### src/rtl/clock_divider_prog.sv
// Run-time programmable integer clock divider (even and odd divisors) with
// boundary-aligned divisor loads and a divided-domain reset. Optional falling-edge
// enable port o_ce_fall is enabled by defining CLOCK_DIVIDER_FALL_CE_EN.
module clock_divider_prog #(
   parameter int par_div_width   = 16,
   parameter int par_div_default = 1000,
   parameter int par_rst_periods = 1
) (
   input  logic                     i_clk_mhz,
   input  logic                     i_rst_mhz,
   input  logic                     i_div_valid,
   input  logic [par_div_width-1:0] i_div_value,
   output logic                     o_div_ready,
   output logic                     o_div_err,
   output logic                     o_clk_div,
   output logic                     o_ce_rise,
`ifdef CLOCK_DIVIDER_FALL_CE_EN
   output logic                     o_ce_fall,
`endif
   output logic                     o_rst_div
);

   localparam logic [par_div_width-1:0] div_min  = par_div_width'(2);
   localparam logic [par_div_width-1:0] div_init = par_div_width'(par_div_default);
   localparam logic [7:0]               rst_last = 8'(par_rst_periods - 1);

   logic [par_div_width-1:0] cnt, cnt_next;
   logic [par_div_width-1:0] d_act, d_next, d_pend, h_next;
   logic                     pend_valid, pend_valid_next;
   logic                     run;
   logic [7:0]               per_cnt;
   logic                     wrap, swap, xfer, value_ok, fall_next;

   // All registered outputs are computed from the next counter value so they
   // line up with cnt in the cycle they are visible.
   always_comb begin
      wrap      = run && (cnt == d_act - 1'b1);
      swap      = wrap && pend_valid;
      d_next    = swap ? d_pend : d_act;
      h_next    = d_next >> 1;
      cnt_next  = (!run || wrap) ? '0 : cnt + 1'b1;
      fall_next = run && (cnt_next == h_next);
      xfer      = i_div_valid && o_div_ready;
      value_ok  = (i_div_value >= div_min);
      pend_valid_next = pend_valid;
      if (xfer && value_ok) begin
         pend_valid_next = 1'b1;
      end else if (swap) begin
         pend_valid_next = 1'b0;
      end
   end

   // NOTE: sequential state uses non-blocking assignments only, so every
   // register samples the pre-edge values computed above.
   always_ff @(posedge i_clk_mhz or posedge i_rst_mhz) begin
      if (i_rst_mhz) begin
         cnt         <= '0;
         d_act       <= div_init;
         d_pend      <= '0;
         pend_valid  <= 1'b0;
         run         <= 1'b0;
         per_cnt     <= '0;
         o_div_ready <= 1'b0;
         o_div_err   <= 1'b0;
         o_clk_div   <= 1'b0;
         o_ce_rise   <= 1'b0;
         o_rst_div   <= 1'b1;
`ifdef CLOCK_DIVIDER_FALL_CE_EN
         o_ce_fall   <= 1'b0;
`endif
      end else begin
         run         <= 1'b1;
         cnt         <= cnt_next;
         d_act       <= d_next;
         pend_valid  <= pend_valid_next;
         o_div_ready <= !pend_valid_next;
         o_div_err   <= xfer && !value_ok;
         o_clk_div   <= (cnt_next < h_next);
         o_ce_rise   <= (cnt_next == '0);
`ifdef CLOCK_DIVIDER_FALL_CE_EN
         o_ce_fall   <= fall_next;
`endif
         if (xfer && value_ok) begin
            d_pend <= i_div_value;
         end
         // Reset release tracks completed high phases; it never restarts on a divisor change.
         if (fall_next && o_rst_div) begin
            per_cnt <= per_cnt + 1'b1;
            if (per_cnt == rst_last) begin
               o_rst_div <= 1'b0;
            end
         end
      end
   end

endmodule

### config.mk
export PLATFORM = sky130hd
export DESIGN_NAME = clock_divider_prog
export DESIGN_NICKNAME = d
export VERILOG_FILES = /design/src/rtl/clock_divider_prog.sv
export SDC_FILE = /design/constraint.sdc
export NUM_CORES = 1
export LEC_CHECK = 0
export ABC_AREA = 1
export ABC_CLOCK_PERIOD_IN_PS = 3900
export CAP_MARGIN = 10
export CORE_UTILIZATION = 25
export DETAILED_ROUTE_END_ITERATION = 16
export GPL_ROUTABILITY_DRIVEN = 0
export SYNTH_ARGS = -nofsm -noshare
export SYNTH_HDL_FRONTEND = slang
export SYNTH_SLANG_ARGS = --single-unit
export TNS_END_PERCENT = 100
### constraint.sdc
create_clock -name i_clk_mhz -period 3.9 [get_ports i_clk_mhz]
set_clock_uncertainty 0.1 [all_clocks]
set_input_delay 0.585 -clock i_clk_mhz [delete_from_list [all_inputs] [get_ports i_clk_mhz]]
set_output_delay 0.585 -clock i_clk_mhz [all_outputs]
set_load 0.02 [all_outputs]
; ---- Yosys cells after proc, flatten, opt, wreduce, memory -nomap -nowiden
; Cells that the tools add are included.
[word_totals]
ff_bits = 63
inputBits = 19
output_inout_bits = 5
wordCells = 37
[classes]
add_sub_neg = 3
magnitude_cmp = 2
eq_ne = 2
n_mux = 4
reduce_logical = 14
[ops]
columns = operator, count
row1 = $mux W16, 2
row2 = $add A16 B1 Y16 const B, 1
row3 = $eq A16 B15 Y1, 1
row4 = $eq A16 B16 Y1, 1
row5 = $ge A16 B2 Y1 const B, 1
row6 = $logic_not A16 Y1, 1
row7 = $lt A16 B15 Y1, 1
row8 = $sub A16 B1 Y16 const B, 1
row9 = $add A8 B1 Y8 const B, 1
row10 = $logic_not A8 Y1, 1
row11 = $logic_and A1 B1 Y1, 7
row12 = $logic_not A1 Y1, 3
row13 = $mux W1, 2
row14 = $reduce_and A2 Y1, 1
row15 = $logic_or A1 B1 Y1, 1

; ---- Depth between registers and ports, before layout
[depth]
ltp_word = 9
ltp_mapped = 28
ltp_nobuf = 27

; ---- Worst setup path before layout
; OpenSTA, ideal clock, no wires.
[synth_timing]
path_type = reg2reg
start = register d_act[0]
end = register per_cnt[2]
setup_ps = 123
arrival_ps = 3357
required_time_ps = 3677
slack_ps = 320
path_stages_with_launch = 25
path_buffers = 1
period_less_slack_ps = 3580
path_cell_list = dfrtp_1 -> inv_1 -> ha_1 -> nand2_1 -> nor2_1 -> nand2_1 -> nand2_1 -> nand2_1 -> nor2_1 -> nand2_1 -> nor2_2 -> nand2_2 -> nor2_4 -> nand3_4 -> buf_6 -> o21ai_2 -> inv_2 -> ha_1 -> nand2_1 -> inv_1 -> nand3_1 -> nor4_1 -> nand3_2 -> o21ai_0 -> nand2_1
[synth_between]
elab_chain_cells = 8
elab_cells_between_ends = 10
cone_classes = add/sub (1) / eq/ne (2) / mux (2) / reduce/logical (5)
[synth_rtl]
columns = element, line_no
row1 = "start, declared", 28  ; logic [par_div_width-1:0] d_act, d_next, d_pend, h_next;
row2 = "start signal, assigned", 58  ; d_act <= div_init;
row3 = "start signal, assigned", 74  ; d_act <= d_next;
row4 = $sub A16 B1 Y16, 37  ; wrap = run && (cnt == d_act - 1'b1);
row5 = $eq A16 B16 Y1, 37
row6 = $logic_and A1 B1 Y1, 37
row7 = $logic_and A1 B1 Y1, 38  ; swap = wrap && pend_valid;
row8 = $mux W16, 39  ; d_next = swap ? d_pend : d_act;
row9 = net d_next[8], 28
row10 = $eq A16 B15 Y1, 42  ; fall_next = run && (cnt_next == h_next);
row11 = $logic_and A1 B1 Y1, 42
row12 = $logic_and A1 B1 Y1, 87  ; if (fall_next && o_rst_div) begin
row13 = "end signal, assigned", 88  ; per_cnt <= per_cnt + 1'b1;
row14 = "end, declared", 31  ; logic [7:0] per_cnt;
; The timed path passes the listed nets, and every way through them passes these cells.
; A chain may end at the register's enable or synchronous reset.

; ---- Worst setup path in the final report
; Same ends and word-level chain as after synthesis.

==> results by group <==
Drt
  • WL per Instance: approximately 12 µm
  • DR DRC count: 0
  • First drt pass iteration count: 4
  • Total vias in the final route: 3,522
  • Drt via density: around 4.3
  • Total Routed Length: 9.60 mm
  • Antenna-violating nets left: 0
  • Initial DRC count: roughly 200

Timing
  • Fin Setup TNS: 0 ns
  • Worst relative slew slack: roughly 60%
  • Final Hold Vio Count: 0
  • Unrepaired setup endpoints after global routing: no
  • Fmax: 284 MHz
  • Min Tclk post-route: about 3.5 ns
  • Worst Tran Pin Value: 0.602 ns
  • Worst setup margin: 0.377 ns
  • Tcrit/Tclk final: approximately 90%
  • Final setup vio count: 0
  • Slew Viols, Final: 0

Synth
  • Top FF cell, synth: dfrtp_1
  • Syn Inst Count: 572
  • Syn_area_per_cell: approximately 7.4 µm²
  • FF+latch count, synth: 63
  • Top post-synthesis cells by area: dfrtp_1 (33%), nand2_1 (14%), inv_1 (8.0%)
  • Synth Cell Area: 0.00421 mm²
  • Sequential fraction of the synthesis area: between 30% and 40%
  • Post-synth EDFFs: 0
  • Synth warn: 0
  • Async S/R FF share, synth: 100%
  • Syn nets: 610
  • Yosys top cell by area: dfrtp_1
  • Distinct cell type count of the synthesized netlist: 38
  • Post-synth top area share: approximately a third

Power
  • Psw: roughly 0.38 mW
  • Cell Pwr Density: roughly 330 mW/mm²
  • Clock share of power: 45.3%
  • Logic pwr share: slightly below 9%
  • Sw Share: 22.7%
  • Peak supply drop: about 290 µV
  • Leakage: 2.58 nW
  • Total power draw: roughly 1.7 mW
  • Reg power frac: a little under half
  • Internal: between 1 and 1.5 mW

Setup path
  • Crit-path slowest cell: dfrtp_1
  • Startpoint Class: flip-flop
  • Worst Setup End Kind: flip-flop
  • CP arrival: ~3.6 ns
  • Reg2Reg Launch Point: d_act[0]
  • WP buf/inv: 3
  • Setup crit start: d_act[0]
  • Worst reg2reg path depth: 20
  • CP Class: reg -> reg
  • Cell family with most CP delay: simple AND/OR/NAND/NOR gates
  • R2r setup slk: approximately 0.38 ns
  • Reg-to-reg endpoint: per_cnt[2]
  • Crit-path cells: inv_1, ha_4, nand2_1, nor2_1, nand3_1, nand3b_1, nand2_2, nor2_2, nand3_2, nor2_4, nand3_4, buf_4, o21ai_2, inv_2, ha_1, nand4_1, nor2_4, nand3_2, o21ai_0, nand2_1
  • CP required: ~4.0 ns
  • Largest stage delay, worst path: ~0.40 ns
  • Crit Path Max Fanout: 11

Global route
  • Vias in the first global route: 3,310
  • Gr usage total: a little under an eighth
  • First-pass GRT wire length: between 15 and 20 mm
  • Initial antenna violation count: 0
  • Largest net degree at the start of global routing: 29
  • GRT Residual Overflow: 0

Finish
  • Most frequent cells in the layout: nand2_1 (155), inv_1 (89), nor2_1 (67)
  • Area delta synth->final: 19.5%
  • Final Net Count: 643
  • Multi-input gate area: 0.00221 mm²
  • Share of post-route cells with drive strength above 1: ~15%
  • Fin util: 30.4%
  • Fin area: slightly above 0.005 mm²
  • Fillers: between 1,500 and 2,000
  • Leading cell type in the layout, fill and taps excluded: nand2_1
  • Reg area: approximately 0.0016 mm²
  • ANT cells: 0

Clocking
  • Post-CTS Hold Buffers: 0
  • Sink Count: 63
  • Worst-skew pair later-pin latency: approximately 0.32 ns
  • Htree depth: 3
  • Clock buffer depth: 2
  • Total CTS buffers: 9
  • CTS Root Cell: clkbuf_16
  • Clock Pin Slew Worst Setup and Hold Paths: 0.05 ns
  • CTS tree: yes

Floorplanning
  • Full die area: between 0.015 and 0.02 mm²
  • Die Y: roughly 130 µm
  • Starting Density: around a quarter
  • I/O Pins: 24
  • Rows: 47
  • Core Footprint: between 0.015 and 0.02 mm²
  • Die width: roughly 130 µm

Flow run
  • Max-cap viol count: 0

Place
  • Worst slack, placed: 0.0339 ns
  • Placed cell area: about 0.0047 mm²
  • Hpwl dp: about 7.6 mm
  • PortBufs: 23

Run status
  • Outcome: finished clean

Worst hold path
  • Min-Delay Path Class: in -> async
[synth_stat cells (9+ instances only)]
cell and number:
nand2_1 155, inv_1 90, nor2_1 68, dfrtp_1 56, nand3_1 20, ha_1 19, inv_2 16, o21ai_2 15
o21ai_0 14, nand4_1 13, xor2_1 10, a21oi_1 9
[per-layer routing]
metal	routed length (µm)	part of all wire, %	global-route usage [%]
met4	234	2.4	4.84
met3	491	5.1	2.28
met5	0	0	0
met1	4690	49	15.9
met2	4180	44	18.0
[state kept, by name, summed over array words and instances (netlist names)]
| name | count |
|---|---|
| d_act | 16 |
| o_ce_rise | 1 |
| cnt | 16 |
| o_clk_div | 1 |
| pend_valid | 1 |
| per_cnt | 8 |
| o_div_ready | 1 |
| run | 1 |
| o_rst_div | 1 |
| o_div_err | 1 |
| d_pend | 16 |
[how the worst max path moves through the flow]
stage / cells past startpoint / slack, ns / endpoint
2_1_floorplan: 24 / 0.32 / per_cnt[2]
3_3_place_gp: 23 / 0.08 / o_rst_div
3_5_place_dp: 22 / 0.03 / per_cnt[1]
4_1_cts: 21 / 0.04 / per_cnt[2]
5_1_grt: 26 / 0.01 / o_rst_div
6_report: 20 / 0.38 / per_cnt[2]
[power groups by stage]
| stage | clock network (mW) | registers [mW] | logic, mW |
|---|---|---|---|
| floorplan | 0 | 0.761 | 0.0870 |
| global placement | 0 | 0.768 | 0.147 |
| detailed placement | 0 | 0.769 | 0.148 |
| CTS | 0.771 | 0.759 | 0.149 |
| global route | 0.798 | 0.768 | 0.172 |
| finish | 0.751 | 0.760 | 0.147 |
[per-stage QoR]
stage / instances / hold WS [ns]
4_1_cts: 824 / 0.376
3_5_place_dp: 810 / 0.378
2_1_floorplan: 572 / 0.363
3_3_place_gp: 810 / 0.376
5_1_grt: 828 / 0.409
6_report: 828 / 0.377
[cell type report]
type | instances | area share, %
Clock buffer | 13 | 4.98
Clock inverter | 1 | 0.597
Inverter | 106 | 7.96
Multi-Input combinational cell | 396 | 44.0
Sequential cell | 63 | 31.5
Tap cell | 220 | 5.48
Timing Repair Buffer | 29 | 5.48
[cell families (layout without fill, tap and decap cells)]
family | after synthesis | count (layout) | synth area share (%)
other | 1 | 1 | 0.0891
xor gates and xnor gates | 18 | 18 | 3.75
AOI/OAI and AO/OA | 49 | 49 | 8.09
adders and majority gates | 19 | 19 | 5.65
DFF | 63 | 63 | 37.7
and+or+nand+nor | 307 | 309 | 33.7
buffers and inverters | 115 | 149 | 11.0
[repair_timing]
action / in CTS / in global routing
gates resized for setup: 0 / 7
hold endpoints to repair: 0 / 0
buffers inserted: 0 / 2
endpoints found under the setup margin: 0 / 10
Note: power is estimated with default switching activity, not from simulation.
